File: config.mk
export PLATFORM = sky130hd
export DESIGN_NAME = imm_sel_ctrl_flat
export DESIGN_NICKNAME = d
export VERILOG_FILES = /design/src/rtl/rv32i_pkg.sv /design/src/rtl/imm_sel_ctrl_if.sv /design/src/rtl/imm_sel_ctrl_dec.sv /design/src/rtl/imm_sel_ctrl.sv /design/src/flat_wrapper.sv
export SDC_FILE = /design/constraint.sdc
export NUM_CORES = 1
export LEC_CHECK = 0
export CELL_PAD_IN_SITES_DETAIL_PLACEMENT = 0
export CELL_PAD_IN_SITES_GLOBAL_PLACEMENT = 1
export CORE_MARGIN = 2
export CORE_UTILIZATION = 36
export CTS_BUF_LIST = sky130_fd_sc_hd__clkbuf_4
export CTS_CLUSTER_SIZE = 20
export DETAILED_ROUTE_END_ITERATION = 10
export PLACE_DENSITY_LB_ADDON = 0.3
export SLEW_MARGIN = 10
export SYNTH_ARGS = -nofsm -noshare
export SYNTH_HDL_FRONTEND = slang
export SYNTH_HIERARCHICAL = 1
export SYNTH_SLANG_ARGS = --single-unit
File: constraint.sdc
create_clock -name clk_i -period 1.4 [get_ports clk_i]
set_input_delay 0.21 -clock clk_i [delete_from_list [all_inputs] [get_ports clk_i]]
set_output_delay 0.21 -clock clk_i [all_outputs]
set_load 0.05 [all_outputs]
File: src/rtl/rv32i_pkg.sv
// Shared RV32I decode constants and the entry layout used by the decode-stage
// immediate-select controller.
//   - opcode constants, funct3 shift-immediate values, funct7 shift forms
//   - entry field widths and the packed select/entry structs
package rv32i_pkg;

  localparam logic [6:0] OPC_LOAD     = 7'b0000011;
  localparam logic [6:0] OPC_MISC_MEM = 7'b0001111;
  localparam logic [6:0] OPC_OP_IMM   = 7'b0010011;
  localparam logic [6:0] OPC_AUIPC    = 7'b0010111;
  localparam logic [6:0] OPC_STORE    = 7'b0100011;
  localparam logic [6:0] OPC_OP       = 7'b0110011;
  localparam logic [6:0] OPC_LUI      = 7'b0110111;
  localparam logic [6:0] OPC_BRANCH   = 7'b1100011;
  localparam logic [6:0] OPC_JALR     = 7'b1100111;
  localparam logic [6:0] OPC_JAL      = 7'b1101111;
  localparam logic [6:0] OPC_SYSTEM   = 7'b1110011;

  localparam logic [2:0] F3_SLLI = 3'b001;
  localparam logic [2:0] F3_SRLI = 3'b101;  // shared by SRLI/SRAI
  localparam logic [6:0] F7_BASE = 7'b0000000;
  localparam logic [6:0] F7_ALT  = 7'b0100000;

  // Entry fields: inst[31:7], six selects, illegal flag.
  localparam int ENT_INST_W = 25;
  localparam int ENT_SEL_W  = 6;

  typedef struct packed {
    logic i1;
    logic i2;
    logic s;
    logic b;
    logic u;
    logic j;
  } sel_t;

  typedef struct packed {
    logic [ENT_INST_W-1:0] inst;
    sel_t                  sel;
    logic                  illegal;
  } entry_t;

endpackage

File: src/rtl/imm_sel_ctrl_if.sv
// Fetch/execute-facing bus of imm_sel_ctrl.
//   slave  : the controller's view (accepts from fetch, drives execute)
//   master : the environment's view
interface imm_sel_ctrl_if;
  logic        if_valid_i;
  logic        if_ready_o;
  logic [31:0] inst_i;
  logic        flush_i;
  logic        id_valid_o;
  logic        ex_ready_i;
  logic [24:0] id_inst_o;
  logic        IMM_I_type_1_o;
  logic        IMM_I_type_2_o;
  logic        IMM_S_type_o;
  logic        IMM_B_type_o;
  logic        IMM_U_type_o;
  logic        IMM_J_type_o;
  logic        illegal_o;

  modport slave (
    input  if_valid_i, inst_i, flush_i, ex_ready_i,
    output if_ready_o, id_valid_o, id_inst_o,
           IMM_I_type_1_o, IMM_I_type_2_o, IMM_S_type_o,
           IMM_B_type_o, IMM_U_type_o, IMM_J_type_o, illegal_o
  );

  modport master (
    output if_valid_i, inst_i, flush_i, ex_ready_i,
    input  if_ready_o, id_valid_o, id_inst_o,
           IMM_I_type_1_o, IMM_I_type_2_o, IMM_S_type_o,
           IMM_B_type_o, IMM_U_type_o, IMM_J_type_o, illegal_o
  );
endinterface

File: src/rtl/imm_sel_ctrl_dec.sv
// imm_sel_dec: combinational opcode decode into one-hot immediate selects.
//   opcode/funct3/funct7 : instruction fields
//   sel                  : at most one bit set; all zero when illegal
//   illegal              : unsupported or malformed encoding
module imm_sel_dec
  import rv32i_pkg::*;
(
  input  logic [6:0] opcode,
  input  logic [2:0] funct3,
  input  logic [6:0] funct7,
  output sel_t       sel,
  output logic       illegal
);
  sel_t sel_raw;
  logic bad;

  always_comb begin
    sel_raw = '0;
    bad     = 1'b0;
    unique case (opcode)
      OPC_LOAD:   sel_raw.i1 = 1'b1;
      OPC_JALR:   if (funct3 == 3'b000) sel_raw.i1 = 1'b1; else bad = 1'b1;
      OPC_OP_IMM: begin
        if (funct3 == F3_SLLI) begin
          sel_raw.i2 = 1'b1;
          bad        = (funct7 != F7_BASE);
        end else if (funct3 == F3_SRLI) begin
          sel_raw.i2 = 1'b1;
          bad        = (funct7 != F7_BASE) && (funct7 != F7_ALT);
        end else begin
          sel_raw.i1 = 1'b1;
        end
      end
      OPC_STORE:               sel_raw.s = 1'b1;
      OPC_BRANCH:              sel_raw.b = 1'b1;
      OPC_LUI, OPC_AUIPC:      sel_raw.u = 1'b1;
      OPC_JAL:                 sel_raw.j = 1'b1;
      OPC_OP, OPC_MISC_MEM,
      OPC_SYSTEM:              ;  // legal, no immediate
      default:                 bad = 1'b1;
    endcase
    // Compressed-space words are never valid here, whatever the opcode.
    if (opcode[1:0] != 2'b11) bad = 1'b1;
  end

  assign illegal = bad;
  assign sel     = bad ? '0 : sel_raw;
endmodule

File: src/rtl/imm_sel_ctrl.sv
// imm_sel_ctrl: decode-stage controller for the immediate generator.
//   clk_i, rst_i : clock, synchronous active-high reset
//   bus (slave)  : fetch valid/ready + inst, flush, execute valid/ready,
//                  registered inst[31:7], one-hot selects, illegal flag
// Two-entry elastic buffer: output register plus skid register. Ready is
// registered and equals !skid_valid, so an accept can only ever land in an
// empty slot.
module imm_sel_ctrl
  import rv32i_pkg::*;
#(
  parameter int XLEN = 32
) (
  input  logic            clk_i,
  input  logic            rst_i,
  imm_sel_ctrl_if.slave   bus
);
  logic [XLEN-1:0] inst_in;
  entry_t          in_ent, out_q, out_d, skid_q, skid_d;
  logic            out_vld_q, out_vld_d, skid_vld_q, skid_vld_d, rdy_q;
  logic            accept, xfer, out_free;

  assign inst_in = bus.inst_i;

  imm_sel_dec u_dec (
    .opcode  (inst_in[6:0]),
    .funct3  (inst_in[14:12]),
    .funct7  (inst_in[31:25]),
    .sel     (in_ent.sel),
    .illegal (in_ent.illegal)
  );
  assign in_ent.inst = inst_in[31:7];

  assign accept   = bus.if_valid_i & rdy_q;
  assign xfer     = out_vld_q & bus.ex_ready_i;
  assign out_free = ~out_vld_q | xfer;

  always_comb begin
    out_d      = out_q;
    out_vld_d  = out_vld_q;
    skid_d     = skid_q;
    skid_vld_d = skid_vld_q;
    if (bus.flush_i) begin
      // Squash both entries and anything accepted this cycle; a transfer
      // in this cycle has already been taken by execute.
      out_vld_d  = 1'b0;
      skid_vld_d = 1'b0;
    end else if (out_free) begin
      if (skid_vld_q) begin
        out_d      = skid_q;
        out_vld_d  = 1'b1;
        skid_vld_d = accept;  // new word queues behind the promoted one
        if (accept) skid_d = in_ent;
      end else begin
        out_vld_d = accept;
        if (accept) out_d = in_ent;
      end
    end else if (accept) begin
      skid_d     = in_ent;
      skid_vld_d = 1'b1;
    end
  end

  always_ff @(posedge clk_i) begin
    if (rst_i) begin
      out_q      <= '0;
      out_vld_q  <= 1'b0;
      skid_q     <= '0;
      skid_vld_q <= 1'b0;
      rdy_q      <= 1'b1;
    end else begin
      out_q      <= out_d;
      out_vld_q  <= out_vld_d;
      skid_q     <= skid_d;
      skid_vld_q <= skid_vld_d;
      rdy_q      <= ~skid_vld_d;
    end
  end

  assign bus.if_ready_o     = rdy_q;
  assign bus.id_valid_o     = out_vld_q;
  assign bus.id_inst_o      = out_q.inst;
  assign bus.IMM_I_type_1_o = out_q.sel.i1;
  assign bus.IMM_I_type_2_o = out_q.sel.i2;
  assign bus.IMM_S_type_o   = out_q.sel.s;
  assign bus.IMM_B_type_o   = out_q.sel.b;
  assign bus.IMM_U_type_o   = out_q.sel.u;
  assign bus.IMM_J_type_o   = out_q.sel.j;
  assign bus.illegal_o      = out_q.illegal;
endmodule

File: src/flat_wrapper.sv
// flat-port wrapper written by rule: the top's interface ports become plain ports
module imm_sel_ctrl_flat import rv32i_pkg::*;
#(
  parameter int XLEN = 32
)
  (clk_i, rst_i, bus_if_valid_i, bus_inst_i, bus_flush_i, bus_ex_ready_i, bus_if_ready_o, bus_id_valid_o, bus_id_inst_o, bus_IMM_I_type_1_o, bus_IMM_I_type_2_o, bus_IMM_S_type_o, bus_IMM_B_type_o, bus_IMM_U_type_o, bus_IMM_J_type_o, bus_illegal_o);
  imm_sel_ctrl_if bus_i ();
  input  logic clk_i;
  input  logic rst_i;
  input wire logic [$bits(bus_i.if_valid_i)-1:0] bus_if_valid_i;
  input wire logic [$bits(bus_i.inst_i)-1:0] bus_inst_i;
  input wire logic [$bits(bus_i.flush_i)-1:0] bus_flush_i;
  input wire logic [$bits(bus_i.ex_ready_i)-1:0] bus_ex_ready_i;
  output wire logic [$bits(bus_i.if_ready_o)-1:0] bus_if_ready_o;
  output wire logic [$bits(bus_i.id_valid_o)-1:0] bus_id_valid_o;
  output wire logic [$bits(bus_i.id_inst_o)-1:0] bus_id_inst_o;
  output wire logic [$bits(bus_i.IMM_I_type_1_o)-1:0] bus_IMM_I_type_1_o;
  output wire logic [$bits(bus_i.IMM_I_type_2_o)-1:0] bus_IMM_I_type_2_o;
  output wire logic [$bits(bus_i.IMM_S_type_o)-1:0] bus_IMM_S_type_o;
  output wire logic [$bits(bus_i.IMM_B_type_o)-1:0] bus_IMM_B_type_o;
  output wire logic [$bits(bus_i.IMM_U_type_o)-1:0] bus_IMM_U_type_o;
  output wire logic [$bits(bus_i.IMM_J_type_o)-1:0] bus_IMM_J_type_o;
  output wire logic [$bits(bus_i.illegal_o)-1:0] bus_illegal_o;
  assign bus_i.if_valid_i = bus_if_valid_i;
  assign bus_i.inst_i = bus_inst_i;
  assign bus_i.flush_i = bus_flush_i;
  assign bus_i.ex_ready_i = bus_ex_ready_i;
  assign bus_if_ready_o = bus_i.if_ready_o;
  assign bus_id_valid_o = bus_i.id_valid_o;
  assign bus_id_inst_o = bus_i.id_inst_o;
  assign bus_IMM_I_type_1_o = bus_i.IMM_I_type_1_o;
  assign bus_IMM_I_type_2_o = bus_i.IMM_I_type_2_o;
  assign bus_IMM_S_type_o = bus_i.IMM_S_type_o;
  assign bus_IMM_B_type_o = bus_i.IMM_B_type_o;
  assign bus_IMM_U_type_o = bus_i.IMM_U_type_o;
  assign bus_IMM_J_type_o = bus_i.IMM_J_type_o;
  assign bus_illegal_o = bus_i.illegal_o;
  imm_sel_ctrl #(.XLEN(XLEN)) u_core (.clk_i(clk_i), .rst_i(rst_i), .bus(bus_i));
endmodule
==> flow_summary_export.csv, run 1 <==
group,metric,value,unit
finish,synthToLayoutAreaGrowth,53.0,%
synth,synth_area,0.00344,mm^2
route,routed_wl,9140,um
setup_path,endpoint_kind,"flip-flop",
route,drt-pass1-iter-count,4,
die,start_util,37.2,%
finish,fin_nets,490,
synth,ys_top_cells_by_area,"dfxtp_1 (39%), nand2b_1 (12%), mux2_2 (10%)",
setup_path,crit_required,1.68,ns
global_routing,grt_pass1_vias,3025,
clock_tree,cts.sinks,67,
synth,synth_top_area_share,39.0,%
synth,synthTopCellsByCount,"nand2b_1 (68), dfxtp_1 (67), inv_1 (35), nor4_1 (35)",
global_routing,grt-ovfl-total,0,
die,die_height,102,um
power_and_ir_drop,p_per_area,802,mW/mm^2
setup_path,start_kind,"primary input",
clock_tree,clk_pin_slew_worst_paths,0.10,ns
sta,maxSlewHeadroom,74.1,%
power_and_ir_drop,leakagePower,0.00187,uW
route,routed_via_density,4.99,
die,die_x,102,um
sta,period_share,99.9,%
hold_path,hp-class,"primary input to flip-flop",
clock_tree,tritoncts,"built",
sta,worst_pin_slew,0.384,ns
power_and_ir_drop,power_frac_comb,26.9,%
global_routing,grt_pass1_wl,14700,um
die,ioPinCount,71,
synth,synthFlopType,"dfxtp_1",
synth,async_reset_ff_share,0,%
power_and_ir_drop,seqPwrFrac,48.6,%
setup_path,startpoint,"bus_inst_i[29]",
synth,synth_nets,405,
global_routing,grt_usage,18.1,%
sta,final-setup-viol-count,0,
place,post-place-ws,-0.690,ns
place,placed_area,0.00481,mm^2
setup_path,reg2reg_from,"u_core/skid_vld_q",
route,vias,2923,
setup_path,cpPeakStageDelay,0.29,ns
hold_path,min_from,"rst_i",
sta,max_freq,0.715,GHz
sta,fin_setup_tns,0,ns
setup_path,crit_arrival,1.68,ns
sta,setup_slack,0.00200,ns
die,die-area,0.0103,mm^2
synth,yosysMostFrequentCell,"nand2b_1",
clock_tree,cts_root_buf,"clkbuf_4",
clock_tree,numCtsBuffers,9,
die,coreArea,0.00924,mm^2
synth,ys_seq_area_share,39.0,%
synth,synth-seq-cells,67,
synth,synthCells,368,
setup_path,r2r_setup_slack,0.01,ns
power_and_ir_drop,swShare,30.7,%
power_and_ir_drop,power_frac_clock,24.5,%
setup_path,r2r_cells,4,
synth,syn-mean-instance-area,9.34,um^2
route,post_drt_wl_per_cell,15.6,um
setup_path,path_class,"primary input to flip-flop",
power_and_ir_drop,vdd_drop_max,0.000366,V
finish,layout-drive-gt1-share,38.1,%
setup_path,setup.worst_path.end,"u_core/bus.illegal_o",
global_routing,antenna_found_initial,0,
route,dr.first_iter.drc_count,88,
clock_tree,holdBufCountCts,0,
clock_tree,cts_buffer_depth,2,
finish,antenna_cells,0,
setup_path,worst_r2r_endpoint,"u_core/bus.id_inst_o[14]",
sta,fin_worst_skew,0.0101,ns
flow_run,timing.max_cap.violations,0,
synth,synth_top_cell_by_area,"dfxtp_1",
finish,final_cell_area,0.00526,mm^2
route,drc,0,
power_and_ir_drop,switchingPower,1290,uW
die,placementRows,35,
synth,synth-edff-count,0,
sta,fin_crit,1.40,ns
sta,grt_setup_unrepaired,"yes",
power_and_ir_drop,p_int,2920,uW
setup_path,cp_max_fo,2,
place,port_buffers,70,
finish,fillers,821,
clock_tree,htree_levels,3,
route,ant_nets,0,
place,gp_congestion,0.833,
global_routing,grt_start_max_net_pins,31,
sta,finalHoldViolations,0,
synth,synth_warnings,6,
place,dp_hpwl,6130,um
synth,netlist-cell-type-count,34,
clock_tree,insertion_delay,0.39,ns
status,outcome,"finished clean",
setup_path,crit_slowest_cell,"nor4_2",
setup_path,crit_path_cell_trace,"dlygate4sd2_1, nor4_2, nand3_1, a31oi_1, o21ai_1, mux2_4, nor4_4, a211oi_2",
sta,slew_violations,0,
==> worst min path at each step <==
stage,depth (start not counted),to
finish,2,u_core/bus.id_inst_o[7]
global route,2,u_core/bus.id_inst_o[7]
CTS,2,u_core/bus.id_inst_o[7]
detailed placement,2,u_core/skid_q[31]
global placement,2,u_core/skid_q[31]
floorplan,2,u_core/skid_q[10]
==> power by group through the flow <==
stage | Sequential, uW | Combinational [uW] | Clock (uW)
floorplan | 2280 | 313 | 0
finish | 2050 | 1130 | 1030
global route | 2060 | 1200 | 1170
detailed placement | 2100 | 1050 | 0
CTS | 2050 | 1060 | 1080
global placement | 2100 | 1040 | 0
==> critical path, delay by kind of cell <==
kind	cells	cell delay, ns
compound gates	3	0.35
buf+inv	1	0.26
mux	1	0.29
simple gates	3	0.56
==> timing repair <==
| action | CTS | global route |
|---|---|---|
| hold endpoints to repair | 0 | 0 |
| setup endpoints to repair | 29 | 51 |
| buffers inserted | 1 | 2 |
| resized for setup | 28 | 51 |
| cloned | 0 | 0 |
| pin swaps | 4 | 8 |
==> per-stage QoR <==
step | utilization, % | instances | total power, uW | hold WS, ns
finish | 56.9 | 586 | 4220 | 0.204
global placement | 52.1 | 568 | 3140 | 0.454
detailed placement | 52.1 | 568 | 3150 | 0.463
CTS | 54.1 | 584 | 4200 | 0.189
floorplan | - | 368 | 2600 | 0.365
global route | 56.9 | 586 | 4430 | 0.199
==> metal layers <==
metal,up-vias,global-route usage [%],part of all wire [%]
li1,1449,-,-
met2,56,30.8,49
met4,0,5.72,0.66
met3,4,3.17,4.1
met5,-,0,0
met1,1414,23.3,46
==> area by class of cell <==
class,count,area (um^2),share of cell area [%]
sequential,67,1350,25.7
clock inverter,4,18.8,0.357
clock buffer,11,82.6,1.57
timing repair buffer,106,1400,26.5
inverter,35,131,2.50
multi-input combinational,234,2120,40.2
tap,129,161,3.07
==> state kept, by name (all words and copies together) (netlist names) <==
signal and flops:
u_core/skid_vld_q 1, u_core/bus.IMM_I_type_1_o 1, u_core/bus.IMM_S_type_o 1, u_core/bus.if_ready_o 1
u_core/bus.illegal_o 1, u_core/bus.id_inst_o 25, u_core/bus.IMM_B_type_o 1, u_core/bus.IMM_U_type_o 1
u_core/bus.IMM_J_type_o 1, u_core/bus.IMM_I_type_2_o 1, u_core/bus.id_valid_o 1, u_core/skid_q 32
==> cells by family (layout without fill, tap and decap cells) <==
kind of cell,Yosys count,in the layout,share of synthesized area (%)
AND/OR/NAND/NOR,126,126,22.7
flip-flops,67,67,39.0
buffers and inverters,67,156,8.59
multiplexers,64,64,19.8
AO/OA/AOI/OAI,44,44,9.83
==> cells in the final DEF (no fill, tap or decap), drive strengths merged, types with 3 or more instances in the layout <==
master / instances
dlymetal6s2s: 5
inv: 35
dfxtp: 67
mux2i: 32
mux2: 32
nor2: 6
clkbuf: 12
nor4: 35
nand3: 3
clkdlybuf4s50: 19
nand2b: 68
dlygate4sd2: 8
buf: 71
a211oi: 33
a21oi: 3
nand2: 3
clkinv: 4
No activity file was read; power rests on OpenSTA's default activity.
==> run 2, diff against run 1 <==
--- a/config.mk
+++ b/config.mk
@@ -10,7 +10,7 @@
 export CORE_MARGIN = 2
 export CORE_UTILIZATION = 36
 export CTS_BUF_LIST = sky130_fd_sc_hd__clkbuf_4
-export CTS_CLUSTER_SIZE = 20
+export CTS_CLUSTER_SIZE = 10
 export DETAILED_ROUTE_END_ITERATION = 10
 export PLACE_DENSITY_LB_ADDON = 0.3
 export SLEW_MARGIN = 10
==> results of run 2 <==
The final DEF is identical to that of run 1; final timing and power are the same.
==> run 3, diff against run 2 <==
--- a/config.mk
+++ b/config.mk
@@ -12,6 +12,7 @@
 export CTS_BUF_LIST = sky130_fd_sc_hd__clkbuf_4
 export CTS_CLUSTER_SIZE = 10
 export DETAILED_ROUTE_END_ITERATION = 10
+export HOLD_SLACK_MARGIN = 0.1
 export PLACE_DENSITY_LB_ADDON = 0.3
 export SLEW_MARGIN = 10
 export SYNTH_ARGS = -nofsm -noshare
==> results of run 3 <==
The final DEF is identical to that of run 1; final timing and power are the same.
